`src/rtl/lif_neuron_if.sv`:
```
// lif_neuron_if: activation bus into the neuron and spike/membrane outputs back out
interface lif_neuron_if #(
   parameter int N_SYN = 4,
   parameter int V_W   = 12
);
   logic                 en;
   logic [N_SYN*8-1:0]   activation_in;
   logic                 post_spike;
   logic [V_W-1:0]       membrane;
   logic                 refractory;

   modport master (
      output en, activation_in,
      input  post_spike, membrane, refractory
   );

   modport slave (
      input  en, activation_in,
      output post_spike, membrane, refractory
   );
endinterface

```
`src/rtl/lif_neuron.sv`:
```
// lif_neuron: leaky integrate-and-fire neuron with saturating membrane and refractory period
module lif_neuron #(
   parameter int N_SYN      = 4,
   parameter int V_W        = 12,
   parameter int THRESHOLD  = 200,
   parameter int LEAK_SHIFT = 3,
   parameter int REFRACT    = 4
) (
   input logic         clk,
   input logic         reset,
   lif_neuron_if.slave bus
);
   localparam int SW = 8 + $clog2(N_SYN);
   localparam int CW = REFRACT > 1 ? $clog2(REFRACT) : 1;
   localparam logic [V_W-1:0] TH = V_W'(THRESHOLD);
   localparam logic [CW-1:0] CNT_INIT = CW'(REFRACT > 0 ? REFRACT - 1 : 0);

   typedef enum logic [1:0] {
      ST_INTEGRATE = 2'd0,
      ST_FIRE      = 2'd1,
      ST_REFRACT   = 2'd2
   } state_t;

   state_t          state, state_nx;
   logic [V_W-1:0]  v, v_nx, shifted, leak, v_sat;
   logic [V_W:0]    v_sum;
   logic [SW-1:0]   sum;
   logic [CW-1:0]   cnt, cnt_nx;
   logic            post_spike, refractory;

   // sum of all activation bytes; width chosen so it cannot overflow
   always_comb begin
      sum = '0;
      for (int k = 0; k < N_SYN; k++) sum += SW'(bus.activation_in[8*k +: 8]);
   end

   // leak of at least 1 for any nonzero v so the potential always decays to 0
   assign shifted = v >> LEAK_SHIFT;
   assign leak    = (v != '0 && shifted == '0) ? V_W'(1) : shifted;
   assign v_sum   = {1'b0, v} - {1'b0, leak} + (V_W+1)'(sum);
   assign v_sat   = v_sum[V_W] ? '1 : v_sum[V_W-1:0];

   // next state, membrane and refractory counter
   always_comb begin
      state_nx = state;
      v_nx     = v;
      cnt_nx   = cnt;
      case (state)
         ST_INTEGRATE: begin
            if (bus.en) begin
               if (v_sat >= TH) begin
                  state_nx = ST_FIRE;
                  v_nx     = '0;
               end else begin
                  v_nx = v_sat;
               end
            end
         end
         ST_FIRE: begin
            v_nx   = '0;
            cnt_nx = CNT_INIT;
            if (REFRACT > 0) state_nx = ST_REFRACT;
            else             state_nx = ST_INTEGRATE;
         end
         ST_REFRACT: begin
            v_nx = '0;
            if (cnt == '0) state_nx = ST_INTEGRATE;
            else           cnt_nx   = cnt - CW'(1);
         end
         default: begin
            state_nx = ST_INTEGRATE;
            v_nx     = '0;
         end
      endcase
   end

   // state register; spike and refractory flags registered from the next state
   always_ff @(posedge clk or negedge reset) begin
      if (!reset) begin
         state      <= ST_INTEGRATE;
         v          <= '0;
         cnt        <= '0;
         post_spike <= 1'b0;
         refractory <= 1'b0;
      end else begin
         state      <= state_nx;
         v          <= v_nx;
         cnt        <= cnt_nx;
         post_spike <= state_nx == ST_FIRE;
         refractory <= state_nx == ST_REFRACT;
      end
   end

   assign bus.post_spike = post_spike;
   assign bus.membrane   = v;
   assign bus.refractory = refractory;
endmodule

```
`src/flat_wrapper.sv`:
```
// flat-port wrapper written by rule: the top's interface ports become plain ports
module lif_neuron_flat 
#(
   parameter int N_SYN      = 4,
   parameter int V_W        = 12,
   parameter int THRESHOLD  = 200,
   parameter int LEAK_SHIFT = 3,
   parameter int REFRACT    = 4
)
  (clk, reset, bus_en, bus_activation_in, bus_post_spike, bus_membrane, bus_refractory);
  lif_neuron_if #(.N_SYN(N_SYN), .V_W(V_W)) bus_i ();
  input logic clk;
  input logic reset;
  input wire logic [$bits(bus_i.en)-1:0] bus_en;
  input wire logic [$bits(bus_i.activation_in)-1:0] bus_activation_in;
  output wire logic [$bits(bus_i.post_spike)-1:0] bus_post_spike;
  output wire logic [$bits(bus_i.membrane)-1:0] bus_membrane;
  output wire logic [$bits(bus_i.refractory)-1:0] bus_refractory;
  assign bus_i.en = bus_en;
  assign bus_i.activation_in = bus_activation_in;
  assign bus_post_spike = bus_i.post_spike;
  assign bus_membrane = bus_i.membrane;
  assign bus_refractory = bus_i.refractory;
  lif_neuron #(.N_SYN(N_SYN), .V_W(V_W), .THRESHOLD(THRESHOLD), .LEAK_SHIFT(LEAK_SHIFT), .REFRACT(REFRACT)) u_core (.clk(clk), .reset(reset), .bus(bus_i));
endmodule
```
`config.mk`:
```
export PLATFORM = sky130hd
export DESIGN_NAME = lif_neuron_flat
export DESIGN_NICKNAME = d
export VERILOG_FILES = /design/src/rtl/lif_neuron_if.sv /design/src/rtl/lif_neuron.sv /design/src/flat_wrapper.sv
export SDC_FILE = /design/constraint.sdc
export NUM_CORES = 1
export LEC_CHECK = 0
export BUFFER_PORTS_ARGS = -buffer_cell sky130_fd_sc_hd__clkbuf_2
export CAP_MARGIN = 20
export CORE_MARGIN = 8
export CORE_UTILIZATION = 56
export DETAILED_ROUTE_END_ITERATION = 7
export PLACE_DENSITY_LB_ADDON = 0.1
export REMOVE_ABC_BUFFERS = 1
export SKIP_CTS_REPAIR_TIMING = 1
export SYNTH_ARGS = -nofsm -noshare
export SYNTH_HDL_FRONTEND = slang
export SYNTH_SLANG_ARGS = --single-unit
```
`constraint.sdc`:
```
create_clock -name clk -period 4.6 [get_ports clk]
set_input_delay 0.92 -clock clk [delete_from_list [all_inputs] [get_ports clk]]
set_output_delay 0.92 -clock clk [all_outputs]
set_load 0.01 [all_outputs]
```
# Word level (Yosys, flattened, before mapping)
# Index checks and enable logic that the tools add are counted.
word_totals:
  register_bits: 18
  latch_bits: 0
  mem_bits_rw: 0
  mem_bits_ro: 0
  input_bits: 35
  output_inout_bits: 14
  n_memories: 0
op_classes:
  add_sub_neg: 6
  multipliers: 0
  n_div: 0
  magnitude_cmp: 1
  n_eq_ne: 6
  shift: 0
  mux: 11
  n_bitwise: 0
  reduce_logical: 7
ops:
  columns: ["operator", "n"]
  rows:
  - ["2-to-1 mux 12 bit", 4]
  - ["adder 10 x 8 -> 10 bit", 2]
  - ["adder 13 x 10 -> 13 bit", 1]
  - ["subtractor 12 x 12 -> 13 bit", 1]
  - [">= comparator 12 x 8 -> 1 bit, second input constant", 1]
  - ["zero test 12 bit", 1]
  - ["nonzero test 12 bit", 1]
  - ["adder 8 x 8 -> 9 bit", 1]
  - ["2-to-1 mux 9 bit", 1]
  - ["2-to-1 mux 2 bit", 4]
  - ["one-hot mux 2 bit (3 select lines)", 1]
  - ["== test 2 x 1 -> 1 bit, second input constant", 2]
  - ["== test 2 bit, second input constant", 2]
  - ["zero test 2 bit", 2]
  - ["!= test 2 bit, second input constant", 2]
  - ["one-hot mux 2 bit (2 select lines)", 1]
  - ["AND reduction 2 bit", 1]
  - ["nonzero test 2 bit", 1]
  - ["subtractor 2 x 1 -> 2 bit, second input constant", 1]
  - ["logical AND 1 bit", 1]

# Longest topological paths before layout
# Gate-level depths: netlist of the first run.
depth:
  ltp_word: 11
  ltp_mapped: 27
  depth_no_buf: 26

# Least setup slack after synthesis of the first run
# Ideal clock, no wire load.
synth_path:
  kind: "input to register"
  start: "in bus_activation_in[0]"
  end: "reg u_core.v[0], in the netlist u_core.bus.membrane[0]"
  setup_ps: 69
  arrival_ps: 5622
  path_slack_ps: -1091
  stages: 23
  path_buffers: 0
  cell_sequence: "ha_1 -> inv_1 -> fa_1 -> fa_1 -> inv_1 -> ha_1 -> inv_1 -> fa_1 -> inv_1 -> a21oi_1 -> o21ai_0 -> a21o_1 -> a21o_1 -> xor2_1 -> fa_1 -> ha_1 -> inv_1 -> nor2_1 -> a221oi_1 -> a21oi_1 -> a311o_1 -> a211oi_4 -> a32o_1"
synth_via:
  elab_chain_len: 9
synth_rtl:
  columns: ["item", "line_no", "text"]
  rows:
  - ["start, declared", "flat_wrapper.sv:15", "input wire logic [$bits(bus_i.activation_in)-1:0] bus_activation_in;"]
  - ["adder 8 x 8 -> 9 bit *", "lif_neuron.sv:34", "for (int k = 0; k < N_SYN; k++) sum += SW'(bus.activation_in[8*k +: 8]);"]
  - ["adder 10 x 8 -> 10 bit * (2 in series)", "lif_neuron.sv:34", null]
  - ["adder 13 x 10 -> 13 bit *", "lif_neuron.sv:40", "assign v_sum = {1'b0, v} - {1'b0, leak} + (V_W+1)'(sum);"]
  - ["2-to-1 mux 12 bit *", "lif_neuron.sv:41", "assign v_sat = v_sum[V_W] ? '1 : v_sum[V_W-1:0];"]
  - [">= comparator 12 x 8 -> 1 bit", "lif_neuron.sv:51", "if (v_sat >= TH) begin"]
  - ["2-to-1 mux 12 bit *", "lif_neuron.sv:51", null]
  - ["2-to-1 mux 12 bit *", "lif_neuron.sv:50", "if (bus.en) begin"]
  - ["2-to-1 mux 12 bit *", "lif_neuron.sv:48", "case (state)"]
  - ["end signal, assigned", "lif_neuron.sv:87", "v <= v_nx;"]
  - ["end, declared", "lif_neuron.sv:25", "logic [V_W-1:0] v, v_nx, shifted, leak, v_sat;"]
# Mark *: on every way between the ends. The rest lies on a longest branch, timed or not. The select of a mux whose other input is x is not followed.
# A chain may end at the register's enable or synchronous reset.

# Worst setup path after layout of the first run
layout_path:
  start: "in bus_activation_in[8]"
  end: "reg u_core.v[5], in the netlist u_core.bus.membrane[5]"
# The elaborated chain is that of the path after synthesis.

==> flow_summary.yaml, run 1 <==
setup_path:
  critical-path-max-stage-delay_ns: 0.57
  startpoint_type: "input pin"
  reg2regPathDepth: 17
  timing.critical_path.slowest_stage_cell: "sky130_fd_sc_hd__fa_1"
  path_cells: "buf_6 -> ha_4 -> inv_2 -> fa_2 -> xor2_1 -> fa_1 -> inv_1 -> ha_1 -> a21o_1 -> a21oi_2 -> o21ai_1 -> a21oi_2 -> buf_4 -> xnor2_1 -> fa_1 -> ha_4 -> a21oi_1 -> nor2_1 -> a211oi_2 -> xnor2_1 -> a311o_1 -> a211oi_4 -> buf_6 -> a32o_1"
  worst-path-max-fanout: 6
  worstPathArrival_ns: 5.79
  required_ns: 4.79
  critical_path.endpoint_type: "register"
  critPathKind: "input pin to register"
synth:
  synth.area.mux_share_pct: 0.947
  postSynth.topFlopCell: "sky130_fd_sc_hd__dfrtp_1"
  synth_sequential_area_ratio_pct: 18.9
  ys_warn_count: 0
  synth-compound-area-share_pct: 20.4
  synthDistinctLibCells: 40
  synth_xor_area_share_pct: 7.00
  syn_area_per_cell_sq_um: 8.74
  async_flop_share_pct: 100
  synth.ff_latch_count: 18
  synth_adder_area_share_pct: 32.8
  dominant_combinational_cell_family_by_area_after_synthesis: "adder cells"
  synth-simple-area-share_pct: 8.15
  synthCells: 272
  netlist_area_sq_um: 2380
  synth_enable_flop_cells: 0
grt:
  antenna_found_initial: 0
  grt.overflow.total: 0
  grt_max_degree: 19
  grt_first_pass_wirelength_um: 8680
  globalRouteTotalUtil_pct: 16.4
  vias_in_the_first_global_route: 2057
sta:
  setup-tns-final_ns: -9.81
  period_minus_slack_ns: 5.61
  final-max-slew-violation-count: 0
  maxSlewHeadroom_pct: 28.5
  final-setup-viol-count: 10
  grt_setup_unrepaired: "yes"
  worst_pin_slew_ns: 1.07
  fin_worst_skew_ns: 0.000833
  hold_violations: 0
  post-route-period-util_pct: 122
  maximum_achievable_frequency_ghz: 0.178
  post-route-worst-setup-slack_ns: -1.01
detailed_routing:
  ant_nets_after_route: 0
  drc: 0
  drt-total-wl_um: 5520
  routed-via-count: 2136
  drt-pass1-iter-count: 5
  initial_drc_count: 66
  routed_wire_length_per_instance_um: 13.3
  vias_per_cell: 5.13
floorplan:
  die_h_um: 81.2
  design.die.area_sq_um: 6590
  core_area_sq_um: 4060
  num_io_pins: 49
  fp.dieW_um: 81.2
  placement_rows: 23
  initial_standard_cell_utilization_of_the_core_pct: 58.6
final_layout:
  n_fill_cell: 295
  numnets_final: 454
  insertedDiodeCount: 0
  syn2layout_area_growth_pct: 37.2
  drive_gt1_share_pct: 38.8
clock_tree:
  number_of_buffers_on_the_longest_clock_path: 2
  tritoncts_clock_tree: "built"
  cts_num_sinks: 18
  clock_transition_at_the_registers_of_the_reported_paths_ns: 0.06
  ctsRootBufferMaster: "sky130_fd_sc_hd__clkbuf_8"
  clock_tree.htree_level_count: 1
  cts_buffers: 3
  insertion_delay_ns: 0.25
run:
  max-cap-violations: 0
status:
  failed_checks: "negative setup slack"
  result_of_the_run: "complete, but fails checks"
place:
  detailed_place_hpwl_um: 4550
  finalWeightedCongestion: 0.894
  io_buffer_count: 48
min_path:
  worstHoldPathType: "register to register"
  worst_hold_path.num_cells: 1
==> through the flow <==
step | cell area [sq um] | hold slack, ns | util [%] | std cells | setup slack [ns]
2_1_floorplan | 2360 | 0.498 | - | 268 | -1.09
3_3_place_gp | 3000 | 0.520 | 74.0 | 411 | -1.36
3_5_place_dp | 3000 | 0.534 | 74.0 | 411 | -1.49
4_1_cts | 3040 | 0.549 | 75.0 | 414 | -1.23
5_1_grt | 3260 | 0.576 | 80.4 | 416 | -1.27
6_report | 3260 | 0.545 | 80.4 | 416 | -1.01
==> kinds of logic (layout without fill, tap and decap cells) <==
group | after synthesis | after routing
adders and majority gates | 51 | 51
DFF | 18 | 18
buffers and inverters | 74 | 168
muxes | 2 | 2
xor gates and xnor gates | 19 | 19
and+or+nand+nor | 40 | 40
AOI/OAI and AO/OA | 68 | 68
==> worst max-delay path: cells and delay by family <==
family	cells	cell delay [ns]
AND/OR/NAND/NOR	1	0.09
XOR/XNOR	3	0.41
adder cells (fa/ha/maj)	6	2.10
buffers and inverters	5	0.47
AO/OA/AOI/OAI	9	1.79
==> Yosys cell counts, drive strengths merged, types with 2 or more instances <==
master | n | area, sq um
nor2 | 17 | 63.8
o21ai | 13 | 65.1
a31oi | 2 | 12.5
clkbuf | 3 | 11.3
inv | 70 | 263
a21o | 11 | 82.6
nand2 | 7 | 26.3
ha | 32 | 400
nand2b | 2 | 12.5
and2 | 4 | 25.0
fa | 19 | 380
dfrtp | 18 | 450
nor4 | 2 | 12.5
nand4 | 2 | 12.5
a32o | 8 | 80.1
xor2 | 7 | 61.3
nor2b | 2 | 12.5
mux2 | 2 | 22.5
o22a | 2 | 17.5
a21oi | 19 | 95.1
a211oi | 3 | 45.0
xnor2 | 12 | 105
==> layout make-up <==
class / count / area (sq um) / area share (%)
Timing Repair Buffer: 95 / 611 / 18.7
Multi-Input combinational cell: 180 / 1840 / 56.2
Clock buffer: 3 / 41.3 / 1.27
Inverter: 70 / 263 / 8.05
Tap cell: 50 / 62.6 / 1.92
Sequential cell: 18 / 450 / 13.8
==> registers in the layout (all words and copies together) (netlist names) <==
register and flops:
u_core.bus.membrane 12, u_core.cnt 2, u_core.state 2, u_core.bus.post_spike 1, u_core.bus.refractory 1
==> cells in the final DEF (no fill, tap or decap), types with 8 or more instances in the layout <==
cell,instances
sky130_fd_sc_hd__a21o_1,11
sky130_fd_sc_hd__a21oi_1,12
sky130_fd_sc_hd__a32o_1,8
sky130_fd_sc_hd__buf_4,44
sky130_fd_sc_hd__clkbuf_2,46
sky130_fd_sc_hd__dfrtp_1,18
sky130_fd_sc_hd__fa_1,17
sky130_fd_sc_hd__ha_1,21
sky130_fd_sc_hd__ha_4,8
sky130_fd_sc_hd__inv_1,63
sky130_fd_sc_hd__nor2_1,17
sky130_fd_sc_hd__xnor2_1,11
==> metal layers <==
metal	up-vias	routed length [um]	share of wire (%)	global-route usage, %
met5	-	0	0	0
met4	0	40	0.72	3.57
met3	4	243	4.4	3.20
met2	39	2890	52	29.3
met1	1002	2350	43	19.9
li1	1091	-	-	-
==> worst paths after layout <==
check                                               startpoint                                  to  slack (ns)
setup / recovery                          bus_activation_in[8]  u_core.bus.membrane[5]$_DFFE_PN0P_       -1.01
hold / removal                       u_core.cnt[0]$_DFFE_PN0P_           u_core.cnt[0]$_DFFE_PN0P_        0.55
setup reg to reg           u_core.bus.membrane[10]$_DFFE_PN0P_  u_core.bus.membrane[5]$_DFFE_PN0P_        0.36
hold reg to reg                      u_core.cnt[0]$_DFFE_PN0P_           u_core.cnt[0]$_DFFE_PN0P_        0.55
max in group asynchronous                                reset  u_core.bus.membrane[3]$_DFFE_PN0P_        3.70
min in group asynchronous                                reset  u_core.bus.membrane[9]$_DFFE_PN0P_        0.60
Power of run 1 is not shown: default switching activity piles up to over one toggle a cycle in this logic, so the estimate is an artifact.
==> run 2: changes to the inputs <==
--- a/config.mk
+++ b/config.mk
@@ -8,7 +8,7 @@
 export BUFFER_PORTS_ARGS = -buffer_cell sky130_fd_sc_hd__clkbuf_2
 export CAP_MARGIN = 20
 export CORE_MARGIN = 8
-export CORE_UTILIZATION = 56
+export CORE_UTILIZATION = 45
 export DETAILED_ROUTE_END_ITERATION = 7
 export PLACE_DENSITY_LB_ADDON = 0.1
 export REMOVE_ABC_BUFFERS = 1
==> run 2 against run 1 <==
  * The run still ends with negative setup slack left
  * Worst hold slack got worse by 0.011 ns
  * Setup slack improved by 0.12 ns
  * Final cell count increased by 6.0%
  * Global-route usage decreased by 2.4 points
  * Critical path depth decreased by 1
  * Non-clock buffer count increased by 4
  * Die area increased by 19%
  * Via count decreased by 0.23%
  * Utilization decreased by 16 points
  * Clock skew about the same
==> flow_summary.yaml, run 2 (same netlist as run 1, synthesis figures left out) <==
detailed_routing:
  routed-via-count: 2131
  vias_per_cell: 4.83
  routed_wire_length_per_instance_um: 12.3
  drt-total-wl_um: 5440
  initial_drc_count: 89
  ant_nets_after_route: 0
  drc: 0
  drt-pass1-iter-count: 4
final_layout:
  syn2layout_area_growth_pct: 38.3
  numnets_final: 458
  most_common_cell_after_layout_fill_and_taps_aside: "sky130_fd_sc_hd__inv_1"
  final_core_occ_pct: 64.4
  max_reg_flops: 12
  most-common-layout-cells: "sky130_fd_sc_hd__inv_1, sky130_fd_sc_hd__clkbuf_2, sky130_fd_sc_hd__buf_4"
  insertedDiodeCount: 0
  drive_gt1_share_pct: 37.5
  n_fill_cell: 481
  final_cells: 441
place:
  io_buffer_count: 48
  place_inst: 433
  finalWeightedCongestion: 0.820
  detailed_place_hpwl_um: 4520
grt:
  grt_first_pass_wirelength_um: 8870
  grt.overflow.total: 0
  grt_max_degree: 19
  antenna_found_initial: 0
  vias_in_the_first_global_route: 2044
  globalRouteTotalUtil_pct: 14.0
setup_path:
  critical_path.endpoint_type: "register"
  worst-path-max-fanout: 5
  timing.critical_path.slowest_stage_cell: "sky130_fd_sc_hd__fa_1"
  required_ns: 4.80
  cell_repeated_most_along_the_worst_path: "sky130_fd_sc_hd__a21o_1"
  critPathLaunch: "bus_activation_in[1]"
  reg2regPathDepth: 17
  critPathKind: "input pin to register"
  critical-path-max-stage-delay_ns: 0.55
  path_cells: "clkbuf_2 -> ha_1 -> a21o_1 -> a21oi_2 -> o21ai_1 -> a21oi_2 -> buf_4 -> xor2_2 -> fa_1 -> inv_1 -> ha_4 -> a21o_1 -> a21o_1 -> xor2_2 -> fa_1 -> ha_4 -> buf_4 -> a221oi_2 -> a21oi_1 -> a311o_1 -> a211oi_4 -> buf_6 -> a32o_1"
  reg2reg_setup_slack_ns: 0.34
  crit_buf_inv: 5
  worstReg2RegStart: "u_core.bus.membrane[11]$_DFFE_PN0P_"
  cpLargestDelayFamily: "compound AO/OA/AOI/OAI gates"
  worstReg2RegEnd: "u_core.bus.membrane[0]$_DFFE_PN0P_"
  startpoint_type: "input pin"
  worstPathArrival_ns: 5.68
sta:
  final-setup-viol-count: 10
  hold_ws_ns: 0.534
  maxSlewHeadroom_pct: 47.8
  period_minus_slack_ns: 5.49
  post-route-period-util_pct: 119
  hold_violations: 0
  post-route-worst-setup-slack_ns: -0.887
  grt_setup_unrepaired: "yes"
  final-max-slew-violation-count: 0
  maximum_achievable_frequency_ghz: 0.182
  worst_pin_slew_ns: 0.777
  fin_worst_skew_ns: 0.00133
floorplan:
  initial_standard_cell_utilization_of_the_core_pct: 46.6
  fp.dieW_um: 88.7
  num_io_pins: 49
  core_area_sq_um: 5110
  design.die.area_sq_um: 7870
  placement_rows: 26
  die_h_um: 88.7
clock_tree:
  clock_tree.htree_level_count: 1
  ctsRootBufferMaster: "sky130_fd_sc_hd__clkbuf_8"
  cts_num_sinks: 18
  clock_transition_at_the_registers_of_the_reported_paths_ns: 0.06
  number_of_buffers_on_the_longest_clock_path: 2
  tritoncts_clock_tree: "built"
  cts_buffers: 3
  insertion_delay_ns: 0.26
status:
  failed_checks: "negative setup slack"
  result_of_the_run: "complete, but fails checks"
min_path:
  hp-start: "u_core.cnt[0]$_DFFE_PN0P_"
  timing.hold.worst_endpoint: "u_core.cnt[0]$_DFFE_PN0P_"
  worstHoldPathType: "register to register"
  worst_hold_path.num_cells: 1
run:
  max-cap-violations: 0
-- run 2: metal layers --
metal	vias up	track usage, %	share of wire, %
li1	1094	-	-
met1	1002	19.0	46
met2	33	22.9	50
met3	2	2.14	3.7
met4	0	2.76	0.57
met5	-	0	0
-- run 2: per-stage QoR --
step	TNS (ns)	area (sq um)	setup WS, ns
6_report	-8.72	3290	-0.887
5_1_grt	-11.76	3290	-1.21
4_1_cts	-11.81	3100	-1.20
3_5_place_dp	-14.35	3040	-1.45
3_3_place_gp	-13.46	3040	-1.36
2_1_floorplan	-10.78	2360	-1.09
-- run 2: how the worst max path moves through the flow --
stage / endpoint / slack (ns) / cells past startpoint
2_1_floorplan: u_core.bus.membrane[0]$_DFFE_PN0P_ / -1.09 / 23
3_3_place_gp: u_core.bus.membrane[0]$_DFFE_PN0P_ / -1.36 / 25
3_5_place_dp: u_core.bus.membrane[4]$_DFFE_PN0P_ / -1.45 / 25
4_1_cts: u_core.bus.membrane[0]$_DFFE_PN0P_ / -1.20 / 25
5_1_grt: u_core.bus.membrane[4]$_DFFE_PN0P_ / -1.21 / 24
6_report: u_core.bus.membrane[0]$_DFFE_PN0P_ / -0.89 / 23
-- run 2: cell type report --
type,instances,area [sq um],share of cell area [%]
Timing Repair Buffer,99,638,19.4
Clock buffer,4,55.1,1.67
Multi-Input combinational cell,180,1800,54.6
Inverter,70,263,7.98
Tap cell,70,87.6,2.66
Sequential cell,18,450,13.7
Power of run 2 is left out for the same reason.
